$ cat config.mk
export PLATFORM = sky130hd
export DESIGN_NAME = uc_multiciclo
export DESIGN_NICKNAME = d
export VERILOG_FILES = /design/src/rtl/uc_pkg.sv /design/src/rtl/uc_wait_timer.sv /design/src/rtl/uc_multiciclo.sv
export SDC_FILE = /design/constraint.sdc
export NUM_CORES = 1
export LEC_CHECK = 0
export BUFFER_PORTS_ARGS = -buffer_cell sky130_fd_sc_hd__buf_2
export CAP_MARGIN = 20
export CORE_MARGIN = 10
export CORE_UTILIZATION = 45
export DETAILED_ROUTE_END_ITERATION = 6
export HOLD_SLACK_MARGIN = 0.05
export PLACE_DENSITY = 0.67
export SLEW_MARGIN = 25
export SYNTH_ARGS = -nofsm -noshare
export SYNTH_HDL_FRONTEND = slang
export SYNTH_HIERARCHICAL = 1
export SYNTH_SLANG_ARGS = --single-unit
$ cat constraint.sdc
create_clock -name clk -period 6.1 [get_ports clk]
set_input_delay 0.305 -clock clk [delete_from_list [all_inputs] [get_ports clk]]
set_output_delay 0.305 -clock clk [all_outputs]
set_load 0.01 [all_outputs]
$ cat src/rtl/uc_pkg.sv
// uc_pkg: shared state encoding, opcode/ALU constants, instruction classes and the registered control bundle
// for the multicycle control unit.
package uc_pkg;

    typedef enum logic [2:0] {FETCH, DECODE, EXECUTE, MEM, WB, PCUPD} state_t;

    typedef enum logic [2:0] {
        CLS_R, CLS_I, CLS_LD, CLS_ST, CLS_BR, CLS_JAL, CLS_AUIPC, CLS_ILL
    } inst_cls_t;

    localparam logic [6:0] OP_R     = 7'b0110011;
    localparam logic [6:0] OP_I     = 7'b0010011;
    localparam logic [6:0] OP_LD    = 7'b0000011;
    localparam logic [6:0] OP_ST    = 7'b0100011;
    localparam logic [6:0] OP_BR    = 7'b1100011;
    localparam logic [6:0] OP_JAL   = 7'b1101111;
    localparam logic [6:0] OP_AUIPC = 7'b0010111;

    localparam logic [3:0] ALU_CMD_R     = 4'b0000;
    localparam logic [3:0] ALU_CMD_I     = 4'b0001;
    localparam logic [3:0] ALU_CMD_ST    = 4'b0010;
    localparam logic [3:0] ALU_CMD_BR    = 4'b0011;
    localparam logic [3:0] ALU_CMD_AUIPC = 4'b0100;
    localparam logic [3:0] ALU_CMD_JAL   = 4'b0101;

    typedef struct packed {
        logic       i_mem_req;
        logic       d_mem_req;
        logic       d_mem_we;
        logic       pc_en;
        logic       pc_src;
        logic       rf_we;
        logic       rf_src;
        logic       alu_src;
        logic [3:0] alu_cmd;
    } ctrl_t;

    function automatic inst_cls_t decode_op(input logic [6:0] op);
        case (op)
            OP_R:     return CLS_R;
            OP_I:     return CLS_I;
            OP_LD:    return CLS_LD;
            OP_ST:    return CLS_ST;
            OP_BR:    return CLS_BR;
            OP_JAL:   return CLS_JAL;
            OP_AUIPC: return CLS_AUIPC;
            default:  return CLS_ILL;
        endcase
    endfunction

    function automatic logic [3:0] alu_cmd_of(input inst_cls_t c);
        case (c)
            CLS_I, CLS_LD: return ALU_CMD_I;
            CLS_ST:        return ALU_CMD_ST;
            CLS_BR:        return ALU_CMD_BR;
            CLS_AUIPC:     return ALU_CMD_AUIPC;
            CLS_JAL:       return ALU_CMD_JAL;
            default:       return ALU_CMD_R;
        endcase
    endfunction

    function automatic logic uses_imm(input inst_cls_t c);
        return c inside {CLS_I, CLS_LD, CLS_ST, CLS_AUIPC};
    endfunction

    function automatic logic writes_rf(input inst_cls_t c);
        return c inside {CLS_R, CLS_I, CLS_LD, CLS_AUIPC};
    endfunction

endpackage

$ cat src/rtl/uc_wait_timer.sv
// uc_wait_timer: 8-bit wait counter shared by the fetch and data-memory waits; expired flags the
// WAIT_MAX-th waiting cycle so an ack arriving in that same cycle still wins.
module uc_wait_timer #(
    parameter int WAIT_MAX = 16
) (
    input  logic clk,
    input  logic rst_n,
    input  logic clr,
    input  logic en,
    output logic expired
);

    logic [7:0] cnt;

    always_ff @(posedge clk or negedge rst_n) begin
        if (!rst_n)
            cnt <= '0;
        else if (clr)
            cnt <= '0;
        else if (en && cnt != 8'hff)
            cnt <= cnt + 8'd1;
    end

    assign expired = en && (cnt >= 8'(WAIT_MAX - 1));

endmodule

$ cat src/rtl/uc_multiciclo.sv
// uc_multiciclo: multicycle control unit FETCH->DECODE->EXECUTE->MEM->WB->PCUPD with registered (Moore) outputs.
// Optional UC_PERF_CNT_EN adds cycle_cnt/instret_cnt performance counters.
module uc_multiciclo
    import uc_pkg::*;
#(
    parameter int WAIT_MAX = 16
`ifdef UC_PERF_CNT_EN
    ,
    parameter int CNT_W = 32
`endif
) (
    input  logic       clk,
    input  logic       rst_n,
    input  logic [6:0] opcode,
    input  logic [2:0] funct3,
    input  logic [3:0] alu_flags,
    output logic       i_mem_req,
    input  logic       i_mem_ack,
    output logic       d_mem_req,
    input  logic       d_mem_ack,
    output logic       pc_en,
    output logic       rf_we,
    output logic       d_mem_we,
    output logic       alu_src,
    output logic       pc_src,
    output logic       rf_src,
    output logic [3:0] alu_cmd,
    output logic       mem_err
`ifdef UC_PERF_CNT_EN
    ,
    output logic [CNT_W-1:0] cycle_cnt,
    output logic [CNT_W-1:0] instret_cnt
`endif
);

    state_t    state_q, state_d;
    inst_cls_t cls_q, cls_d;
    ctrl_t     ctrl_q, ctrl_d;
    logic [2:0] funct3_q;
    logic taken_q, taken_d;
    logic mem_err_q, abort_q;
    logic ack_i, ack_d, expired, timeout, ex_phase;
    logic unused_flags;

    assign unused_flags = ^alu_flags[3:1];

    uc_wait_timer #(.WAIT_MAX(WAIT_MAX)) u_timer (
        .clk    (clk),
        .rst_n  (rst_n),
        .clr    (state_q != state_d),
        .en     (ctrl_q.i_mem_req | ctrl_q.d_mem_req),
        .expired(expired)
    );

    // Outputs are computed for the state being entered, so registered values line up with the state.
    always_comb begin
        ack_i    = ctrl_q.i_mem_req & i_mem_ack;
        ack_d    = ctrl_q.d_mem_req & d_mem_ack;
        timeout  = expired & ~ack_i & ~ack_d;
        cls_d    = state_q == DECODE ? decode_op(opcode) : state_q == PCUPD ? CLS_ILL : cls_q;
        taken_d  = state_q == EXECUTE ? ((funct3_q == 3'b000) & alu_flags[0]) | ((funct3_q == 3'b001) & ~alu_flags[0])
                                      : taken_q;
        state_d  = FETCH;
        case (state_q)
            FETCH:   state_d = ack_i ? DECODE : timeout ? PCUPD : FETCH;
            DECODE:  state_d = EXECUTE;
            EXECUTE: state_d = cls_q inside {CLS_LD, CLS_ST} ? MEM : writes_rf(cls_q) ? WB : PCUPD;
            MEM:     state_d = ack_d ? (cls_q == CLS_LD ? WB : PCUPD) : timeout ? PCUPD : MEM;
            WB:      state_d = PCUPD;
            default: state_d = FETCH;
        endcase
        ex_phase         = state_d inside {EXECUTE, MEM, WB, PCUPD};
        ctrl_d           = '0;
        ctrl_d.i_mem_req = state_d == FETCH;
        ctrl_d.d_mem_req = state_d == MEM;
        ctrl_d.d_mem_we  = state_d == MEM && cls_d == CLS_ST;
        ctrl_d.rf_we     = state_d == WB;
        ctrl_d.pc_en     = state_d == PCUPD;
        ctrl_d.pc_src    = state_d == PCUPD && (cls_d == CLS_JAL || (cls_d == CLS_BR && taken_d));
        ctrl_d.rf_src    = ex_phase && cls_d == CLS_LD;
        ctrl_d.alu_src   = ex_phase && uses_imm(cls_d);
        ctrl_d.alu_cmd   = ex_phase ? alu_cmd_of(cls_d) : ALU_CMD_R;
    end

    always_ff @(posedge clk or negedge rst_n) begin
        if (!rst_n) begin
            state_q   <= FETCH;
            cls_q     <= CLS_ILL;
            ctrl_q    <= '0;
            funct3_q  <= '0;
            taken_q   <= 1'b0;
            mem_err_q <= 1'b0;
            abort_q   <= 1'b0;
        end else begin
            state_q   <= state_d;
            cls_q     <= cls_d;
            ctrl_q    <= ctrl_d;
            funct3_q  <= state_q == DECODE ? funct3 : funct3_q;
            taken_q   <= taken_d;
            mem_err_q <= mem_err_q | timeout;
            abort_q   <= timeout;
        end
    end

    assign i_mem_req = ctrl_q.i_mem_req;
    assign d_mem_req = ctrl_q.d_mem_req;
    assign d_mem_we  = ctrl_q.d_mem_we;
    assign pc_en     = ctrl_q.pc_en;
    assign pc_src    = ctrl_q.pc_src;
    assign rf_we     = ctrl_q.rf_we;
    assign rf_src    = ctrl_q.rf_src;
    assign alu_src   = ctrl_q.alu_src;
    assign alu_cmd   = ctrl_q.alu_cmd;
    assign mem_err   = mem_err_q;

`ifdef UC_PERF_CNT_EN
    // abort_q marks the PC update that follows a timeout; it retires nothing.
    always_ff @(posedge clk or negedge rst_n) begin
        if (!rst_n) begin
            cycle_cnt   <= '0;
            instret_cnt <= '0;
        end else begin
            cycle_cnt   <= cycle_cnt + 1'b1;
            instret_cnt <= instret_cnt + CNT_W'(ctrl_q.pc_en & ~abort_q);
        end
    end
`endif

endmodule

### Word level (Yosys, flattened, before mapping)

Cells that the tools add are included.

| word-level totals | value |
|---|---|
| output and inout port bits | 13 |
| register bits after elaboration | 31 |

| operators by class | value |
|---|---|
| eq/ne operators | 29 |
| add/subtract/negate cells | 1 |
| bitwise operators | 12 |
| muxes and demuxes | 16 |
| order comparisons | 1 |
| reduce and logical (&&, ||, !) cells | 18 |

Operator list:

| kind | number |
|---|---|
| 3-bit case mux with 5 select lines | 2 |
| 3-bit by 2-bit equality test with 1-bit output, second input constant | 8 |
| 3-bit equality test, second input constant | 8 |
| 3-bit two-way mux | 7 |
| 3-bit case mux with 7 select lines | 1 |
| 8-bit two-way mux | 2 |
| 7-bit by 5-bit equality test with 1-bit output, second input constant | 2 |
| 7-bit by 6-bit equality test with 1-bit output, second input constant | 2 |
| 7-bit equality test, second input constant | 2 |
| 3-bit by 1-bit equality test with 1-bit output, second input constant | 4 |
| 3-bit logical NOT | 4 |
| 4-bit nonzero test | 3 |
| 8-bit by 1-bit adder with 8-bit output, second input constant | 1 |
| 8-bit by 4-bit greater-or-equal comparator with 1-bit output, second input constant | 1 |
| 8-bit != test, second input constant | 1 |
| 7-bit by 2-bit equality test with 1-bit output, second input constant | 1 |
| 1-bit logical AND | 7 |
| 1-bit AND | 6 |
| 4-bit two-way mux | 1 |
| 2-bit nonzero test | 2 |
| 1-bit two-way mux | 3 |
| 3-bit != test | 1 |
| 1-bit inverter | 3 |
| 1-bit OR | 3 |
| other kinds (2) | 2 |

### Longest topological paths before layout

Gate-level depths: netlist (run 1).

| depth | value |
|---|---|
| depth after elaboration | 10 |
| depth in mapped cells | 9 |
| mapped depth without buffers | 8 |

### Modules after synthesis

The synthesis (run 1) kept the hierarchy.

Modules (own cells, without submodules):

| module | times used | area each (µm²) | cells an instance |
|---|---|---|---|
| uc_multiciclo | 1 | 1142.3 | 109 |
| uc_wait_timer | 1 | 519.2 | 52 |

### Worst setup path before layout (run 1)

OpenSTA, ideal clock, no wires.

| timing path | value |
|---|---|
| path type | input-to-reg |
| start | input opcode[2] |
| end | register ctrl_q (netlist bit alu_cmd[1]) |
| path buffers | 2 |
| path slack | 4.087 ns |
| library setup time | 0.095 ns |
| required time | 6.005 ns |
| arrival | 1.917 ns |
| stages on the path | 7 |
| cell sequence | buf_6 -> maj3_2 -> o22a_1 -> o32a_1 -> buf_6 -> or4_1 -> o31ai_1 |

RTL lines:

| item | line | RTL |
|---|---|---|
| start, declared | uc_multiciclo.sv:14 | `input logic [6:0] opcode,` |
| end signal, assigned | uc_multiciclo.sv:97 | `ctrl_q <= ctrl_d;` |
| end, declared | uc_multiciclo.sv:38 | `ctrl_t ctrl_q, ctrl_d;` |

### Final worst setup path (run 1)

| timing path | value |
|---|---|
| start | register u_timer.cnt[0] |
| end | register u_timer.cnt[0] |

| on the way | value |
|---|---|
| longest elaborated chain between the ends | 9 |
| elaborated cells on any way between the ends | 16 |
| those cells by class | add/sub (1); order compare (1); eq/ne (2); mux (7); bitwise (2); reduce/logical (3) |

Ends and longest elaborated chain:

| item | line | RTL |
|---|---|---|
| start, declared | uc_wait_timer.sv:13 | `logic [7:0] cnt;` |
| start signal, assigned | uc_wait_timer.sv:21 | `cnt <= cnt + 8'd1;` |
| 8-bit by 4-bit greater-or-equal comparator with 1-bit output (*) | uc_wait_timer.sv:24 | `assign expired = en && (cnt >= 8'(WAIT_MAX - 1));` |
| 1-bit logical AND (*) | uc_wait_timer.sv:24 |  |
| named net expired | uc_multiciclo.sv:42 | `logic ack_i, ack_d, expired, timeout, ex_phase;` |
| 1-bit AND (*) (2 in a row) | uc_multiciclo.sv:59 | `timeout = expired & ~ack_i & ~ack_d;` |
| 3-bit two-way mux (on tied branches) (2 in a row) | uc_multiciclo.sv:65, uc_multiciclo.sv:68 |  |
| 3-bit case mux with 5 select lines (*) | uc_multiciclo.sv:64 | `case (state_q)` |
| 3-bit != test (*) | uc_multiciclo.sv:50 | `.clr (state_q != state_d),` |
| 8-bit two-way mux or 2-bit nonzero test (tied branches) | - |  |

Mark *: on every way through the listed nets, which the timed path passes. The rest lies on a longest branch. The select of a mux whose other input is x is not followed.
A chain may end at the register's enable or synchronous reset.

==> results of run 1 <==
[worst paths after layout]
path,endpoint,depth (start not counted)
max in group asynchronous,funct3_q[1],1
min in group clk,funct3_q[1],2
min,u_timer/cnt[7],1
max,u_timer/cnt[0],8
max reg2reg,u_timer/cnt[0],8
min reg2reg,mem_err,1
[power groups by stage]
stage | logic [mW] | clock network [mW] | registers [mW]
after floorplan | 0.217 | 0 | 0.274
after global placement | 0.240 | 0 | 0.289
after detailed placement | 0.246 | 0 | 0.291
after CTS | 0.248 | 0.207 | 0.288
after global routing | 0.276 | 0.216 | 0.297
final | 0.246 | 0.203 | 0.288
[synth_stat cells (2+ instances only)]
master / number
mux2_1: 3
xnor2_1: 2
nor2_1: 11
inv_1: 3
nand3_1: 4
inv_2: 2
nand2_1: 11
a211oi_1: 3
o21ai_0: 4
buf_6: 6
a21oi_1: 9
and4_1: 2
nor2b_1: 3
dfstp_2: 3
o31ai_1: 5
buf_4: 3
nand2b_1: 4
nand3b_1: 2
xor2_1: 2
o32a_1: 3
dfrtp_1: 27
a31oi_1: 2
o21ai_1: 2
a21boi_1: 2
clkbuf_1: 2
a31o_2: 2
nor3_1: 9
[cell usage in the layout, fill, tap and decap left out, types with 2 or more instances in the layout]
cell type	netlist	final
o21ai_0	4	4
xnor2_1	2	2
inv_1	3	3
dfrtp_1	27	27
and4_1	2	2
nor2_1	11	11
xor2_1	2	2
o21ai_1	2	2
a21boi_1	2	2
a211oi_1	3	3
a21oi_1	9	9
o31ai_1	5	5
nand2b_1	4	4
nor3_1	9	9
clkbuf_8	0	6
inv_2	2	2
nor2b_1	3	3
o32a_1	3	3
nand2_1	11	11
dfstp_2	3	3
nand3_1	4	4
nand3b_1	2	2
a31o_2	2	2
a31oi_1	2	2
mux2_1	3	3
buf_2	0	26
[kinds of logic after synthesis]
logic type               synth area share (%)
other                                   0.226
AO/OA/AOI/OAI                            18.4
flip-flops                               45.4
AND/OR/NAND/NOR                          21.6
adder cells (fa/ha/maj)                  1.43
XOR/XNOR                                 2.11
buffers and inverters                    7.23
multiplexers                             3.54
[through the flow]
stage,total power [mW],std cells
6_report,0.737,231
5_1_grt,0.789,231
4_1_cts,0.744,231
3_5_place_dp,0.537,224
3_3_place_gp,0.528,224
2_1_floorplan,0.490,161
[state kept, by name, indices dropped and copies added, names as in the netlist]
register and flops:
rf_src 1, i_mem_req 1, taken_q 1, alu_cmd 3, u_timer/cnt 8, alu_src 1
state_q 3, funct3_q 3, rf_we 1, d_mem_req 1, pc_src 1, mem_err 1
d_mem_we 1, pc_en 1, cls_q 3
[worst register-to-register path: cells and delay by family, from the launching register on]
family                   cells  cell delay [ns]
flip-flops                   1             0.40
multiplexers                 1             0.26
AND/OR/NAND/NOR              3             0.49
AO/OA/AOI/OAI                3             0.76
adder cells (fa/ha/maj)      1             0.36
[final cells by class]
cell class / instances / area share (%)
Clock buffer: 6 / 4.42
Clock inverter: 1 / 1.61
Inverter: 6 / 1.21
Multi-Input combinational cell: 114 / 42.2
Sequential cell: 30 / 40.4
Tap cell: 48 / 3.22
Timing Repair Buffer: 26 / 6.97
[routing by layer]
| metal | share of wire [%] | GRT usage, % |
|---|---|---|
| met1 | 44 | 13.4 |
| met5 | 0 | 0 |
| met2 | 47 | 18.3 |
| met3 | 8.3 | 5.63 |
| met4 | 1.4 | 4.15 |
==> impl_metrics.ini, run 1 <==
[clock_tree]
clockBufferDepth = 2
clkTransAtPathRegs_ns = 0.07
cts_tree = yes
root_buffer = clkbuf_8
cts_buffers = 5
clk_latency_ns = 0.28
htree_levels = 2
cts_resized = 0
post_cts_buffers = 0
cts.sinks = 30
hold_buffers = 0

[routing]
num_vias = 1286
drtIter0Drc = 156
ant_nets = 0
vias_per_cell = 5.57
drt-total-wl_mm = 3.54
dr.pass1.iters = 4
wl_per_cell_um = 15.3
drc = 0

[layout]
nets = 202
area_delta_synth_final_pct = 12.3
antenna_cells = 0
drive_above_1_share_pct = 27.3
design_area_um2 = 1870
multi_input_area_um2 = 787
final-seq-area_um2 = 754
nFillCells = 333
finish.utilization_pct = 51.8

[global_route]
track_usage_pct = 11.6
grt-ovfl-total = 0
grt_pass1_wl_mm = 5.96
first_global_vias = 1274
antenna_found_initial = 0
grt_start_max_net_pins = 31

[power_and_ir_drop]
power.ir.vdd_worst_mv = 0.222
pwr-share-comb_pct = 33.3
switchingPower_uw = 253
clkPwrFrac_pct = 27.6
p_int_uw = 484
sequentialPowerShare_pct = 39.1
swShare_pct = 34.4
power_density_nw_per_um2 = 395
p_leak_nw = 0.850

[place]
placed_cell_area_um2 = 1750
post-place-ws_ns = 3.75
dpl.hpwl_mm = 2.63
place.gp.congestion = 0.802
numPortBuffers = 26

[die]
start_util_pct = 46.1
die_h_um = 80.8
core_area_um2 = 3610
die_w_um = 80.8
die-area_um2 = 6520
rows = 22
ios = 31

[worst_setup_path]
path_max_fanout = 10
worstPathCellList = ha_1, nand3_1, a21oi_1, a21boi_1, nand2_1, a21o_1, and2b_2, mux2_4
worstPathArrival_ns = 2.57
cp_slowest_cell = dfrtp_1
critPathCaptureType = flip-flop
worst_path_largest_cell_delay_ns = 0.40
crit_type = reg2reg
reg2reg_slack_ns = 3.70
reg2reg_from = u_timer/cnt[0]
crit_start = u_timer/cnt[0]
crit_family = compound AO/OA/AOI/OAI gates
cp_num_buf_inv = 0
worst_setup_path_start_kind = flip-flop
worstPathRequired_ns = 6.27

[timing]
layout_setup_ws_ns = 3.70
fmax_ghz = 0.417
min_period_ns = 2.40
final_max_slew_viol_count = 0
setup_violations = 0
worst_slew_pin_slew_ns = 0.763
whs_ns = 0.0530
hold_viol = 0
rsz0062_at_grt = false
fin_crit_sh_pct = 39.4
skew_ns = 0.00615
slew_headroom_pct = 48.7
setup_tns_ns = 0

[yosys]
synth_top_area_cell = dfrtp_1
synth_ff_type = dfrtp_1
synth-seq-cells = 30
yosysTopAreaCellShare_pct = 40.7
synth-edff-count = 0
netlist_instances = 161
syn-cell-area_um2 = 1660
avgSynthCellArea_um2 = 10.3
yosys-top-cells-area = dfrtp_1 41%, dfstp_2 4.7%, buf_6 4.1%
async_flop_share_pct = 100
yosysWarningCount = 6
synth_cell_types = 57
seq_area_frac_synth_pct = 45.4
synthesis.nets = 180

[status]
status = complete, no violations

[job]
drv_cap = 0

[worst_hold_path]
hp-class = in2async
Power figures use the tool's default switching activity.
==> run 2, diff against run 1 <==
ABC_AREA = 1   (was not set)
PLACE_DENSITY = 0.69   (was 0.67)
clock period = 2 ns   (was 6.1 ns; I/O delays follow)
==> run 2 against run 1 <==
  * Core utilization increased by 8.5 points
  * Register-to-register slack got worse by 3.7 ns
  * Largest power group is now combinational logic
  * Combinational power increased to 5.0 times the previous value
  * First-iteration DRC count decreased by 25%
  * Final cell count increased by 45%
  * Critical path depth increased by 8
  * Power increased to 3.7 times the previous value
  * Worst hold slack improved by 0.089 ns
  * Clock power increased to 3.0 times the previous value
  * Non-clock buffer count increased by 24
  * Via count increased by 21%
  * Flip-flop and latch count unchanged
==> impl_metrics.ini, run 2 <==
[die]
ios = 31
die_h_um = 80.8
die-area_um2 = 6530
start_util_pct = 46.1
rows = 22
core_area_um2 = 3610
die_w_um = 80.8

[place]
numPortBuffers = 26
placed_cell_area_um2 = 1990
dpl.hpwl_mm = 2.76
place.gp.congestion = 0.832

[routing]
drtIter0Drc = 117
drc = 0
drt-total-wl_mm = 3.66
vias_per_cell = 4.66
dr.pass1.iters = 4
wl_per_cell_um = 11.0
num_vias = 1555
ant_nets = 0

[global_route]
grt_start_max_net_pins = 31
track_usage_pct = 12.0
grt_pass1_wl_mm = 6.21
antenna_found_initial = 0
first_global_vias = 1399
grt-ovfl-total = 0

[timing]
setup_tns_ns = 0
fmax_ghz = 0.508
worst_slew_pin_slew_ns = 0.637
final_max_slew_viol_count = 0
min_period_ns = 1.97
setup_violations = 0
slew_headroom_pct = 57.5
skew_ns = 0.0102
fin_crit_sh_pct = 98.5
rsz0062_at_grt = true
hold_viol = 0

[yosys]
async_flop_share_pct = 100
synth-seq-cells = 30
synth_ff_type = dfrtp_1
synth_top_area_cell = dfrtp_1
yosys-top-cells-area = dfrtp_1 41%, nand2_1 16%, nor2_1 7.4%
synth_cell_types = 30
yosysWarningCount = 6
synthesis.nets = 248
yosysTopAreaCellShare_pct = 40.6
synth_most_common_cell = nand2_1
seq_area_frac_synth_pct = 45.3
avgSynthCellArea_um2 = 7.27
netlist_instances = 229
syn-cell-area_um2 = 1660
synth-edff-count = 0
synth_common_cells = 70 x nand2_1, 33 x nor2_1, 31 x inv_1, 27 x dfrtp_1, 16 x nand3_1

[clock_tree]
clockBufferDepth = 2
cts.sinks = 30
clkTransAtPathRegs_ns = 0.06
root_buffer = clkbuf_8
htree_levels = 2
cts_tree = yes
cts_buffers = 5
clk_latency_ns = 0.29

[worst_setup_path]
crit_type = reg2reg
reg2reg_slack_ns = 0.03
r2r_cells = 16
worstPathArrival_ns = 2.15
worst_setup_path_start_kind = flip-flop
worstPathRequired_ns = 2.18
path_max_fanout = 5
critPathCaptureType = flip-flop
crit_start = u_timer/cnt[0]
reg2reg_from = u_timer/cnt[0]

[layout]
finish.utilization_pct = 60.2
design_area_um2 = 2170
final_common_cell = nand2_1
nets = 304
regMostFlops = u_timer/cnt
area_delta_synth_final_pct = 30.5
final_cell_mix = 67 x nand2_1, 32 x nor2_1, 29 x inv_1
largest_reg_flops = 8
drive_above_1_share_pct = 30.4
antenna_cells = 0

[worst_hold_path]
min_delay_path_depth = 3
hp-class = in2reg
worstHoldStart = alu_flags[0]

[power_and_ir_drop]
power_density_nw_per_um2 = 1250
p_leak_nw = 1.21
power.ir.vdd_worst_mv = 0.401
power.total_mw = 2.71

[job]
drv_cap = 0

[status]
status = complete, no violations
==> run 2: cell types whose count changed after synthesis, moves of 4 or more <==
cell and change:
nand2b_1 -4, a21oi_1 -5, o31ai_1 -5, nand3_1 +12, inv_1 +28, buf_6 -6
nand2_2 +8, nor2_1 +22, nor3_1 -6, nand2_1 +59
==> run 2: routing by layer <==
metal | vias up | track usage, % | part of all wire [%]
li1 | 826 | - | -
met1 | 695 | 14.6 | 46
met2 | 29 | 18.6 | 47
met3 | 5 | 4.19 | 5.4
met4 | 0 | 5.54 | 1.6
met5 | - | 0 | 0
==> run 2: layout make-up <==
type / count / area (um^2)
multi-input combinational: 164 / 795
clock inverter: 2 / 37.5
fill: 344 / 1430
sequential: 30 / 754
clock buffer: 6 / 72.6
timing repair buffer: 50 / 320
inverter: 34 / 133
tap: 48 / 60.1
==> run 2: cell families after synthesis <==
family | after synthesis | synth area share, %
DFF | 30 | 45.3
xor gates and xnor gates | 1 | 0.526
adders and majority gates | 1 | 0.752
AOI/OAI and AO/OA | 20 | 8.27
other | 1 | 0.225
and+or+nand+nor | 141 | 36.7
buffers and inverters | 35 | 8.20
==> run 2: critical path: stages (launching register included) <==
cell      delay (ns)
dfrtp_1         0.35
ha_2            0.19
nand2_2         0.06
inv_2           0.06
nand2_2         0.04
a31oi_1         0.16
nand2_1         0.10
o21ai_1         0.12
nand2_1         0.08
nand4_1         0.12
nor2_1          0.06
o21ai_2         0.15
inv_2           0.09
nand2_4         0.11
clkinv_4        0.07
nand2_1         0.05
nand2_1         0.04
==> run 2: power breakdown <==
group | internal (mW) | leakage (nW) | total [mW] | switching, mW
Combinational | 0.508 | 0.771 | 1.24 | 0.735
Sequential | 0.765 | 0.391 | 0.866 | 0.102
Clock | 0.371 | 0.0514 | 0.600 | 0.229
==> run 2: metrics by stage <==
| stage | std cells | setup slack, ns | hold WS [ns] |
|---|---|---|---|
| global route | 334 | -0.205 | 0.142 |
| finish | 334 | 0.0306 | 0.142 |
| floorplan | 229 | -0.0240 | -0.196 |
| detailed placement | 319 | 0.0207 | 0.168 |
| CTS | 331 | 0.00506 | 0.141 |
| global placement | 319 | 0.0457 | 0.169 |
==> run 2: repair_timing <==
| action | 4_1_cts | 5_1_grt |
|---|---|---|
| hold buffers | 4 | 0 |
| hold endpoints to repair | 30 | 0 |
| setup endpoints to repair | 0 | 13 |
| gates resized for setup | 0 | 4 |
| setup buffers | 0 | 3 |
==> run 2: path summary, 6_finish.rpt <==
path                                  end
setup / recovery           u_timer/cnt[1]
hold / removal                    taken_q
max in group asynchronous       d_mem_req
setup reg to reg           u_timer/cnt[1]
hold reg to reg                   mem_err
min in group asynchronous      state_q[0]
==> run 3, diff against run 2 <==
ABC_AREA = 0   (was 1)
==> run 3 against run 2 <==
  * Final cell count is 23% lower
  * Flip-flop and latch count stayed put
  * Fmax is 2.9% higher
  * Wire length is 3.7% higher
  * Clock-buffer cell count stayed put
  * Via count is 8.8% lower
  * Clock skew is 0.0069 ns lower
  * Critical path type unchanged
  * Worst setup slack better by 0.055 ns
  * Combinational power is 17% lower
  * Worst hold slack better by 0.064 ns
==> impl_metrics.ini, run 3 (same netlist as run 1, synthesis figures left out) <==
[status]
status = complete, no violations

[routing]
topRoutingLayerUsed = met4
wl_met3_um = 291
num_vias = 1418
drtIter0Drc = 55
wl_met2_mm = 1.94
vias_per_cell = 5.52
ant_nets = 0
dr.pass1.iters = 5
drc = 0
wl_per_cell_um = 14.8
drt-total-wl_mm = 3.80
wl_met1_mm = 1.51

[timing]
fin_crit_sh_pct = 95.7
hold_viol = 0
fmax_ghz = 0.522
final_max_slew_viol_count = 0
whs_ns = 0.206
slew_headroom_pct = 56.0
setup_violations = 0
min_period_ns = 1.91
worst_slew_pin_slew_ns = 0.660
rsz0062_at_grt = true
skew_ns = 0.00334

[layout]
final_cell_mix = 26 x dfrtp_1, 26 x buf_2, 20 x buf_4
layoutNonFillerInstCount = 257
regMostFlops = u_timer/cnt
area_delta_synth_final_pct = 28.9
nets = 227
finish.utilization_pct = 59.4
antenna_cells = 0
drive_above_1_share_pct = 38.3
largest_reg_flops = 8
nFillCells = 314

[die]
start_util_pct = 46.1
rows = 22
ios = 31
core_area_um2 = 3610
die-area_um2 = 6520
die_w_um = 80.8
die_h_um = 80.8

[worst_setup_path]
critPathCaptureType = flip-flop
worstPathArrival_ns = 2.11
reg2reg_slack_ns = 0.09
worstPathRequired_ns = 2.20
crit_type = reg2reg
path_max_fanout = 8
worst_setup_path_start_kind = flip-flop

[global_route]
first_global_vias = 1450
antenna_found_initial = 0
grt_pass1_wl_mm = 6.34
track_usage_pct = 12.4
grt-ovfl-total = 0
grt_start_max_net_pins = 31

[place]
dpl.hpwl_mm = 2.89
numPortBuffers = 26
place.gp.congestion = 0.863
dp_cells = 241

[clock_tree]
clockBufferDepth = 2
cts.sinks = 30
htree_levels = 2
cts_tree = yes
root_buffer = clkbuf_8
clk_latency_ns = 0.28
cts_buffers = 5
clkTransAtPathRegs_ns = 0.06

[power_and_ir_drop]
power.total_mw = 2.60
p_leak_nw = 0.994
power.ir.vdd_worst_mv = 0.583
power_density_nw_per_um2 = 1210

[worst_hold_path]
hp-class = in2reg

[job]
drv_cap = 0
[run 3: changes by cell type in the layout (fill, tap and decap cells not counted), sizes merged, moves of 3 or more]
cell    before  now
o32a         0    3
nor3         3    9
nor2        37   11
nand3       16    4
nand2       79   11
o31ai        0    5
inv         33    5
and4         0    4
nand2b       0    4
nor2b        0    3
a21oi        5    9
mux2         0    4
a211oi       0    3
[run 3: final cells by class]
type	instances	area, um^2	area share [%]
multi-input cells	114	830	38.7
repair buffers	51	332	15.5
well taps	48	60.1	2.80
clock buffers	6	82.6	3.86
clock inverters	2	60.1	2.80
inverters	6	22.5	1.05
flip-flops and latches	30	756	35.3
[run 3: stage by stage]
stage	worst slack, ns	area [um^2]	setup TNS [ns]
after CTS	0.0234	2080	0
after global placement	0.0238	1880	0
after floorplan	0.0290	1660	0
final	0.0852	2140	0
after global routing	-0.0241	2140	-0.0259
after detailed placement	-0.0555	1880	-0.100
[run 3: routing by layer]
metal / global-route usage [%] / vias to the layer above
met5: 0 / -
met4: 3.81 / 0
met3: 6.07 / 5
met2: 20.9 / 45
met1: 13.4 / 687
li1: - / 681
[run 3: worst max-delay path: stages, from the launching register on]
cell and delay, ns:
dfrtp_2 0.44, nor4_4 0.36, a21oi_4 0.12, a21boi_2 0.17, nand2_1 0.09, a21o_1 0.22, buf_6 0.14, o21bai_1 0.15
a31oi_1 0.15
[run 3: where the power goes]
part	total, mW	switching, mW	internal (mW)
sequential	0.813	0.0704	0.742
combinational	1.03	0.531	0.502
clock	0.753	0.222	0.531
[run 3: final timing paths]
kind,startpoint,cells past startpoint,endpoint
max,u_timer/cnt[7],8,u_timer/cnt[3]
min,i_mem_ack,3,state_q[0]
max reg2reg,u_timer/cnt[7],8,u_timer/cnt[3]
min reg2reg,mem_err,1,mem_err
max in group asynchronous,rst_n,2,u_timer/cnt[7]
min in group asynchronous,rst_n,2,u_timer/cnt[0]
[run 3: timing repair]
item                                   in CTS  in global routing
hold buffers                                4                  0
buffers inserted                            0                  4
endpoints found under the hold margin      30                  0
setup endpoints to repair                   5                  7
gates resized for setup                     2                  8
pin swaps                                   0                  4
